## src/rtl/muldiv_sequencer_if.sv

```systemverilog
// Issue/result bundle between decode and the multiply/divide sequencer.
interface muldiv_sequencer_if #(
    parameter int WIDTH = 16
);
    logic             start;
    logic [1:0]       multiDiv;
    logic [WIDTH-1:0] operand_a;
    logic [WIDTH-1:0] operand_b;
    logic             busy;
    logic             stall;
    logic             done;
    logic [WIDTH-1:0] result_hi;
    logic [WIDTH-1:0] result_lo;
    logic             div_by_zero;

    // Decode side drives the request and consumes the result.
    modport master (
        output start, multiDiv, operand_a, operand_b,
        input  busy, stall, done, result_hi, result_lo, div_by_zero
    );

    // Sequencer side.
    modport slave (
        input  start, multiDiv, operand_a, operand_b,
        output busy, stall, done, result_hi, result_lo, div_by_zero
    );
endinterface

```

## src/rtl/muldiv_sequencer.sv

```systemverilog
// Multi-cycle signed multiply / restoring divide sequencer.
// Operates on operand magnitudes for WIDTH iterations, then fixes up signs.
module muldiv_sequencer #(
    parameter int WIDTH = 16
) (
    input  logic              clk,
    input  logic              rst,
    muldiv_sequencer_if.slave bus
);
    localparam int CW = $clog2(WIDTH);

    typedef enum logic [2:0] {S_IDLE, S_PREP, S_RUN, S_FIX, S_DONE} state_t;

    state_t               state_q, state_d;
    logic                 is_div_q;
    logic [WIDTH-1:0]     a_q, b_q;
    logic [2*WIDTH-1:0]   acc_q;
    logic [CW-1:0]        cnt_q;
    logic                 busy_q, done_q, dbz_q;
    logic [WIDTH-1:0]     res_hi_q, res_lo_q;

    logic                 valid_op, accept;
    logic                 sign_a, sign_b, neg_res, b_zero;
    logic [WIDTH-1:0]     mag_a, mag_b;
    logic [WIDTH-1:0]     mul_addend;
    logic [WIDTH:0]       mul_sum;
    logic [2*WIDTH-1:0]   mul_next;
    logic [WIDTH:0]       div_rem_sh, div_diff;
    logic                 no_borrow;
    logic [2*WIDTH-1:0]   div_next;
    logic [2*WIDTH-1:0]   prod_fix;
    logic [WIDTH-1:0]     quo, rem;
    logic [WIDTH-1:0]     fix_hi, fix_lo;

    assign valid_op = (bus.multiDiv == 2'b01) || (bus.multiDiv == 2'b10);
    assign accept   = bus.start && valid_op && ((state_q == S_IDLE) || (state_q == S_DONE));

    // Datapath helpers: magnitudes, one shift-add step, one restoring-divide step, sign fixup.
    always_comb begin
        sign_a     = a_q[WIDTH-1];
        sign_b     = b_q[WIDTH-1];
        neg_res    = sign_a ^ sign_b;
        b_zero     = (b_q == '0);
        mag_a      = sign_a ? (~a_q + 1'b1) : a_q;
        mag_b      = sign_b ? (~b_q + 1'b1) : b_q;
        // Multiply: low half holds the remaining multiplier bits, high half the partial sum.
        mul_addend = acc_q[0] ? mag_a : '0;
        mul_sum    = {1'b0, acc_q[2*WIDTH-1:WIDTH]} + {1'b0, mul_addend};
        mul_next   = {mul_sum, acc_q[WIDTH-1:1]};
        // Divide: high half is the remainder, low half shifts dividend out / quotient in.
        div_rem_sh = acc_q[2*WIDTH-1:WIDTH-1];
        no_borrow  = (div_rem_sh >= {1'b0, mag_b});
        div_diff   = div_rem_sh - {1'b0, mag_b};
        div_next   = {(no_borrow ? div_diff[WIDTH-1:0] : div_rem_sh[WIDTH-1:0]),
                      acc_q[WIDTH-2:0], no_borrow};
        prod_fix   = neg_res ? (~acc_q + 1'b1) : acc_q;
        quo        = acc_q[WIDTH-1:0];
        rem        = acc_q[2*WIDTH-1:WIDTH];
        fix_hi     = prod_fix[2*WIDTH-1:WIDTH];
        fix_lo     = prod_fix[WIDTH-1:0];
        if (is_div_q) begin
            if (b_zero) begin
                fix_hi = a_q;
                fix_lo = '1;
            end else begin
                fix_hi = sign_a  ? (~rem + 1'b1) : rem;
                fix_lo = neg_res ? (~quo + 1'b1) : quo;
            end
        end
    end

    // Next-state logic; DONE can accept a new op directly.
    always_comb begin
        state_d = state_q;
        case (state_q)
            S_IDLE, S_DONE: state_d = accept ? S_PREP : S_IDLE;
            S_PREP:         state_d = S_RUN;
            S_RUN:          state_d = (cnt_q == CW'(WIDTH - 1)) ? S_FIX : S_RUN;
            S_FIX:          state_d = S_DONE;
            default:        state_d = S_IDLE;
        endcase
    end

    // State register.
    always_ff @(posedge clk) begin
        if (rst) state_q <= S_IDLE;
        else     state_q <= state_d;
    end

    // Operand latch, iteration datapath and registered results.
    always_ff @(posedge clk) begin
        if (rst) begin
            is_div_q <= 1'b0;
            a_q      <= '0;
            b_q      <= '0;
            acc_q    <= '0;
            cnt_q    <= '0;
            busy_q   <= 1'b0;
            done_q   <= 1'b0;
            dbz_q    <= 1'b0;
            res_hi_q <= '0;
            res_lo_q <= '0;
        end else begin
            busy_q <= (state_d == S_PREP) || (state_d == S_RUN) || (state_d == S_FIX);
            done_q <= (state_q == S_FIX);
            case (state_q)
                S_IDLE, S_DONE: begin
                    if (accept) begin
                        is_div_q <= (bus.multiDiv == 2'b10);
                        a_q      <= bus.operand_a;
                        b_q      <= bus.operand_b;
                        dbz_q    <= 1'b0;
                    end
                end
                S_PREP: begin
                    acc_q <= is_div_q ? {{WIDTH{1'b0}}, mag_a} : {{WIDTH{1'b0}}, mag_b};
                    cnt_q <= '0;
                end
                S_RUN: begin
                    acc_q <= is_div_q ? div_next : mul_next;
                    cnt_q <= cnt_q + 1'b1;
                end
                S_FIX: begin
                    res_hi_q <= fix_hi;
                    res_lo_q <= fix_lo;
                    dbz_q    <= is_div_q && b_zero;
                end
                default: ;
            endcase
        end
    end

    assign bus.busy        = busy_q;
    assign bus.stall       = busy_q || accept;
    assign bus.done        = done_q;
    assign bus.result_hi   = res_hi_q;
    assign bus.result_lo   = res_lo_q;
    assign bus.div_by_zero = dbz_q;
endmodule
```

## src/flat_wrapper.sv

```systemverilog
// flat-port wrapper written by rule: the top's interface ports become plain ports
module muldiv_sequencer_flat 
#(
    parameter int WIDTH = 16
)
  (clk, rst, bus_start, bus_multiDiv, bus_operand_a, bus_operand_b, bus_busy, bus_stall, bus_done, bus_result_hi, bus_result_lo, bus_div_by_zero);
  muldiv_sequencer_if #(.WIDTH(WIDTH)) bus_i ();
  input  logic clk;
  input  logic rst;
  input wire logic [$bits(bus_i.start)-1:0] bus_start;
  input wire logic [$bits(bus_i.multiDiv)-1:0] bus_multiDiv;
  input wire logic [$bits(bus_i.operand_a)-1:0] bus_operand_a;
  input wire logic [$bits(bus_i.operand_b)-1:0] bus_operand_b;
  output wire logic [$bits(bus_i.busy)-1:0] bus_busy;
  output wire logic [$bits(bus_i.stall)-1:0] bus_stall;
  output wire logic [$bits(bus_i.done)-1:0] bus_done;
  output wire logic [$bits(bus_i.result_hi)-1:0] bus_result_hi;
  output wire logic [$bits(bus_i.result_lo)-1:0] bus_result_lo;
  output wire logic [$bits(bus_i.div_by_zero)-1:0] bus_div_by_zero;
  assign bus_i.start = bus_start;
  assign bus_i.multiDiv = bus_multiDiv;
  assign bus_i.operand_a = bus_operand_a;
  assign bus_i.operand_b = bus_operand_b;
  assign bus_busy = bus_i.busy;
  assign bus_stall = bus_i.stall;
  assign bus_done = bus_i.done;
  assign bus_result_hi = bus_i.result_hi;
  assign bus_result_lo = bus_i.result_lo;
  assign bus_div_by_zero = bus_i.div_by_zero;
  muldiv_sequencer #(.WIDTH(WIDTH)) u_core (.clk(clk), .rst(rst), .bus(bus_i));
endmodule
```

## config.mk

```make
export PLATFORM = sky130hd
export DESIGN_NAME = muldiv_sequencer_flat
export DESIGN_NICKNAME = d
export VERILOG_FILES = /design/src/rtl/muldiv_sequencer_if.sv /design/src/rtl/muldiv_sequencer.sv /design/src/flat_wrapper.sv
export SDC_FILE = /design/constraint.sdc
export NUM_CORES = 1
export LEC_CHECK = 0
export CAP_MARGIN = 20
export CELL_PAD_IN_SITES_DETAIL_PLACEMENT = 1
export CELL_PAD_IN_SITES_GLOBAL_PLACEMENT = 2
export CORE_UTILIZATION = 35
export CTS_BUF_LIST = sky130_fd_sc_hd__clkbuf_8 sky130_fd_sc_hd__clkbuf_16
export CTS_CLUSTER_DIAMETER = 40
export CTS_CLUSTER_SIZE = 24
export DETAILED_ROUTE_END_ITERATION = 8
export PLACE_DENSITY = 0.95
export SLEW_MARGIN = 20
export SYNTH_ARGS = -nofsm -noshare
export SYNTH_HDL_FRONTEND = slang
export SYNTH_SLANG_ARGS = --single-unit
```

## constraint.sdc

```tcl
create_clock -name clk -period 11.3 [get_ports clk]
set_input_delay 1.695 -clock clk [delete_from_list [all_inputs] [get_ports clk]]
set_output_delay 1.695 -clock clk [all_outputs]
set_load 0.01 [all_outputs]
```

======== Word-level counts from Yosys, hierarchy flattened ========
Cells that the tools add are included.
Widths: inputs -> output; s select.
storage, ports and cells
  bits in registers ....................... 107
  input bits .............................. 37
  output and inout port bits .............. 36
  word-level logic and storage cells ...... 72
cells by class
  add/sub/neg operators ................... 8
  order comparisons ....................... 1
  equality and inequality tests ........... 11
  multiplexer cells ....................... 20
  bitwise gates (word level) .............. 6
  reduce and logical (&&, ||, !) cells .... 15
operator list
  kind                   number
  $mux 16                11
  $add 16x1->16 const B  4
  $mux 32                2
  $not 16->16            4
  $pmux 32 s2            1
  $add 32x1->32 const B  1
  $not 32->32            1
  $add 16x16->17         1
  $ge 17x16->1           1
  $logic_not 16->1       1
  $sub 16x16->16         1
  $eq 3x2->1 const B     4
  $pmux 3 s4             1
  $pmux 4 s2             1
  $eq 3x1->1 const B     2
  $logic_or 1x1->1       5
  $add 4x1->4 const B    1
  $eq 4x4->1 const B     1
  $reduce_and 2->1       2
  $reduce_bool 2->1      2
  $eq 3x3->1 const B     1
  $logic_and 1x1->1      3
  $logic_not 3->1        1
  $mux 1                 3
  6 further kinds        6

======== Logic depth before layout (Yosys ltp) ========
  depth in word-level cells ............... 9
  gate-level depth with buffers ........... 17
  gate-level depth less buffers ........... 16

======== Worst setup path after synthesis ========
No wires, ideal clock.
  kind .................................... input to output
  start ................................... in bus_multiDiv[0]
  end ..................................... out bus_stall
  data arrival time ....................... 2.910 ns
  data required time ...................... 9.605 ns
  slack ................................... 6.695 ns
  stages on the path ...................... 4
  path buffers ............................ 0
  cells stage by stage .................... inv_1 -> ha_1 -> nor4b_1 -> or2_2
on the way
  longest elaborated chain between the ends .. 5
  elaborated cells between the ends (all ways) .. 6
  classes of those cells .................. eq/ne: 2; reduce/logical: 4
RTL lines
  what                                      line                     RTL
  start: declaration                        flat_wrapper.sv:11       input wire logic [$bits(bus_i.multiDiv)-1:0] bus_multiDiv;
  $eq 2x1->1 or $eq 2x2->1 (tied branches)  muldiv_sequencer.sv:35   assign valid_op = (bus.multiDiv == 2'b01) || (bus.multiDiv == 2'b10);
  $logic_or 1x1->1 (*)                      muldiv_sequencer.sv:35
  $logic_and 1x1->1 (*) (2 in a row)        muldiv_sequencer.sv:36   assign accept = bus.start && valid_op && ((state_q == S_IDLE) || (state_q == S_DONE));
  $logic_or 1x1->1 (*)                      muldiv_sequencer.sv:134  assign bus.stall = busy_q || accept;
  end: declaration                          flat_wrapper.sv:15       output wire logic [$bits(bus_i.stall)-1:0] bus_stall;
Mark *: on every way between the ends. The rest lies on a longest branch, timed or not.

======== Final worst setup path ========
Ends and elaborated chain as after synthesis.

==> flow_summary.json <==
{
  "clock.fmax_ghz": 0.182,
  "pwr-share-seq_pct": 38.1,
  "rows": 54,
  "io_pins": 73,
  "grt_usage_pct": 23.0,
  "hold_violations": 0,
  "rsz0062_at_grt": "false",
  "antenna_cells": 0,
  "async_reset_ff_share_pct": 0,
  "period_share_pct": 48.7,
  "slew_violations": 0,
  "cts_resized": 0,
  "gp_congestion": 0.934,
  "crit_path_frequent_cell": "clkdlybuf4s50_1",
  "max-vdd-ir-drop_v": 0.0000669,
  "finalPower_mw": 1.09,
  "p_clk_share_pct": 28.8,
  "hpwlAfterDp_mm": 20.1,
  "clkTransAtPathRegs_ns": 0.07,
  "route.detailed.wl_per_inst_um": 19.5,
  "drt_iter0_markers": 511,
  "holdBufCountCts": 0,
  "num_vias": 7935,
  "dr.pass1.iters": 5,
  "synth_top_area_share_pct": 27.0,
  "synthesis.area_um2": 7860,
  "synth_warnings": 0,
  "cts_root_buf": "clkbuf_16",
  "cts_buffer_depth": 2,
  "leakage_nw": 3.29,
  "p_switching_mw": 0.404,
  "drcViolationCount": 0,
  "synth-seq-cells": 106,
  "power_frac_comb_pct": 33.0,
  "die_h_um": 152,
  "viasPerCell": 5.85,
  "clkLatencyLatePin_ns": 0.37,
  "cts_max_level": 3,
  "syn2layout_area_growth_pct": 14.5,
  "tightestPinTransition_ns": 0.917,
  "cp_cell_sequence": "clkdlybuf4s50_1 -> inv_1 -> ha_1 -> nor4b_2 -> buf_4 -> or2_2 -> clkdlybuf4s50_1",
  "post-synth-top-count-cell": "nand2_1",
  "p_int_mw": 0.683,
  "drive_above_1_share_pct": 4.93,
  "grt_pass1_vias": 7897,
  "synth_cell_types": 76,
  "cts_tree": "yes",
  "fin_setup_tns_ns": 0,
  "timing.slew.headroom_pct": 38.8,
  "synthTopCellsByCount": "134 x nand2_1, 114 x nor2_1, 106 x dfxtp_1",
  "end_kind": "output pin",
  "grt_overflow": 0,
  "grt_start_max_net_pins": 63,
  "core_region_area_um2": 21900,
  "finalSetupViolations": 0,
  "final_antenna_net_count": 0,
  "synth_area_per_cell_um2": 7.43,
  "status": "finished clean",
  "synth_seq_area_share_pct": 27.0,
  "cts.sinks": 106,
  "cp.required_ns": 9.61,
  "p_per_area_nw_per_um2": 121,
  "grt_pass1_wl_mm": 42.8,
  "netlist_instances": 1058,
  "drt-total-wl_mm": 26.4,
  "cts_setup_buffers": 0,
  "die_area_um2": 23100,
  "synth_ff_type": "dfxtp_1",
  "min_period_ns": 5.50,
  "crit_slowest_cell": "clkdlybuf4s50_1",
  "antenna_found_initial": 0,
  "final_nets": 1146,
  "synth_nets": 1133,
  "worstPathArrival_ns": 3.81,
  "timing.max_cap.violations": 0,
  "cts_buffers": 9,
  "max_stage_delay_ns": 0.52,
  "clock-skew-final_ns": 0.0107,
  "sw_frac_of_total_pct": 37.2,
  "io_buffers": 72,
  "start_util_pct": 35.9,
  "fillers": 2717,
  "synth_edf_count": 0,
  "yosys.area.top_type": "dfxtp_1",
  "die_width_um": 152,
  "worst-setup-path-type": "input pin to output pin",
  "start_kind": "input pin",
  "worstHoldPathType": "register to register",
  "crit_path_max_fanout": 34,
  "synth.area.top_cells": "dfxtp_1 27%, a21oi_1 6.5%, nand2_1 6.4%"
}
## kinds of logic (layout without fill, tap and decap cells)
kind of cell    count (synthesis)  count (layout)  share of synthesized area (%)
compound gates                319             319                           27.2
xor+xnor                       88              88                           10.1
fa+ha+maj                      38              38                           6.24
buf+inv                       110             128                           5.36
flops                         106             106                           27.0
mux                            14              14                           1.78
simple gates                  383             383                           22.4
## power groups by stage
stage | clock network (mW) | logic, mW | registers, mW
final | 0.314 | 0.359 | 0.415
after global routing | 0.336 | 0.393 | 0.418
after CTS | 0.319 | 0.355 | 0.415
after detailed placement | 0 | 0.353 | 0.423
after global placement | 0 | 0.344 | 0.422
after floorplan | 0 | 0.257 | 0.413
## worst paths after layout
check	startpoint	slack [ns]	endpoint	cells past startpoint
hold / removal	u_core.bus.result_hi[0]	0.46	u_core.bus.result_hi[0]	2
hold reg to reg	u_core.bus.result_hi[0]	0.46	u_core.bus.result_hi[0]	2
setup / recovery	bus_multiDiv[0]	5.80	bus_stall	7
setup reg to reg	u_core.b_q[7]	6.85	u_core.acc_q[19]	14
## worst max-delay path, delay by kind of cell
| kind | cells | cell delay [ns] |
|---|---|---|
| adders and majority gates | 1 | 0.31 |
| and+or+nand+nor | 2 | 0.45 |
| buffers and inverters | 4 | 1.36 |
## flip-flops by register name (all words and copies together) (netlist names), 2 cells and up
name	count
u_core.bus.result_hi	16
u_core.bus.result_lo	16
u_core.a_q	16
u_core.state_q	2
u_core.b_q	16
u_core.cnt_q	4
u_core.acc_q	32
## final cells by class
| cell class | count | area [um^2] | share of cell area, % |
|---|---|---|---|
| multi-input combinational | 842 | 5330 | 59.2 |
| sequential | 106 | 2120 | 23.6 |
| tap | 280 | 350 | 3.89 |
| inverter | 26 | 97.6 | 1.08 |
| clock buffer | 10 | 239 | 2.66 |
| timing repair buffer | 86 | 821 | 9.12 |
| clock inverter | 6 | 41.3 | 0.459 |
## placed cells by master (no fill, tap or decap), types with 6 or more instances in the layout
cell	synthesis	layout
and3_1	8	8
and2_1	12	12
buf_4	1	14
nor2_1	114	114
nor3_1	38	38
a211oi_1	30	30
or2_2	7	7
clkdlybuf4s50_1	0	71
mux2i_1	14	14
o31ai_1	9	9
o41ai_1	8	8
a31oi_1	10	10
xor2_1	31	31
nand3_1	12	12
a22oi_1	10	10
o21a_1	6	6
or4_1	7	7
nand2_1	134	134
inv_1	25	26
dfxtp_1	106	106
a21oi_1	102	102
clkbuf_16	0	9
a21o_1	11	11
ha_1	36	36
a311oi_1	20	20
o21ai_0	44	44
o211ai_1	21	21
or3_1	12	12
xnor2_1	55	55
nand2b_1	9	9
## per-stage QoR
| stage | cell area, um^2 | hold slack [ns] | worst slack, ns | cells | utilization [%] |
|---|---|---|---|---|---|
| 2_1_floorplan | 7860 | 0.445 | 6.69 | 1058 | - |
| 3_3_place_gp | 8720 | 0.442 | 5.79 | 1340 | 39.8 |
| 3_5_place_dp | 8720 | 0.451 | 5.76 | 1340 | 39.8 |
| 4_1_cts | 9000 | 0.461 | 5.76 | 1356 | 41.1 |
| 5_1_grt | 9000 | 0.472 | 5.62 | 1356 | 41.1 |
| 6_report | 9000 | 0.457 | 5.80 | 1356 | 41.1 |
## layer usage
metal | part of all wire (%) | GRT usage, % | up-vias
met4 | 2.7 | 7.86 | 0
li1 | - | - | 3811
met2 | 44 | 36.3 | 216
met1 | 47 | 31.1 | 3866
met5 | 0 | 0 | -
met3 | 5.7 | 4.59 | 42
Power figures use the tool's default switching activity.
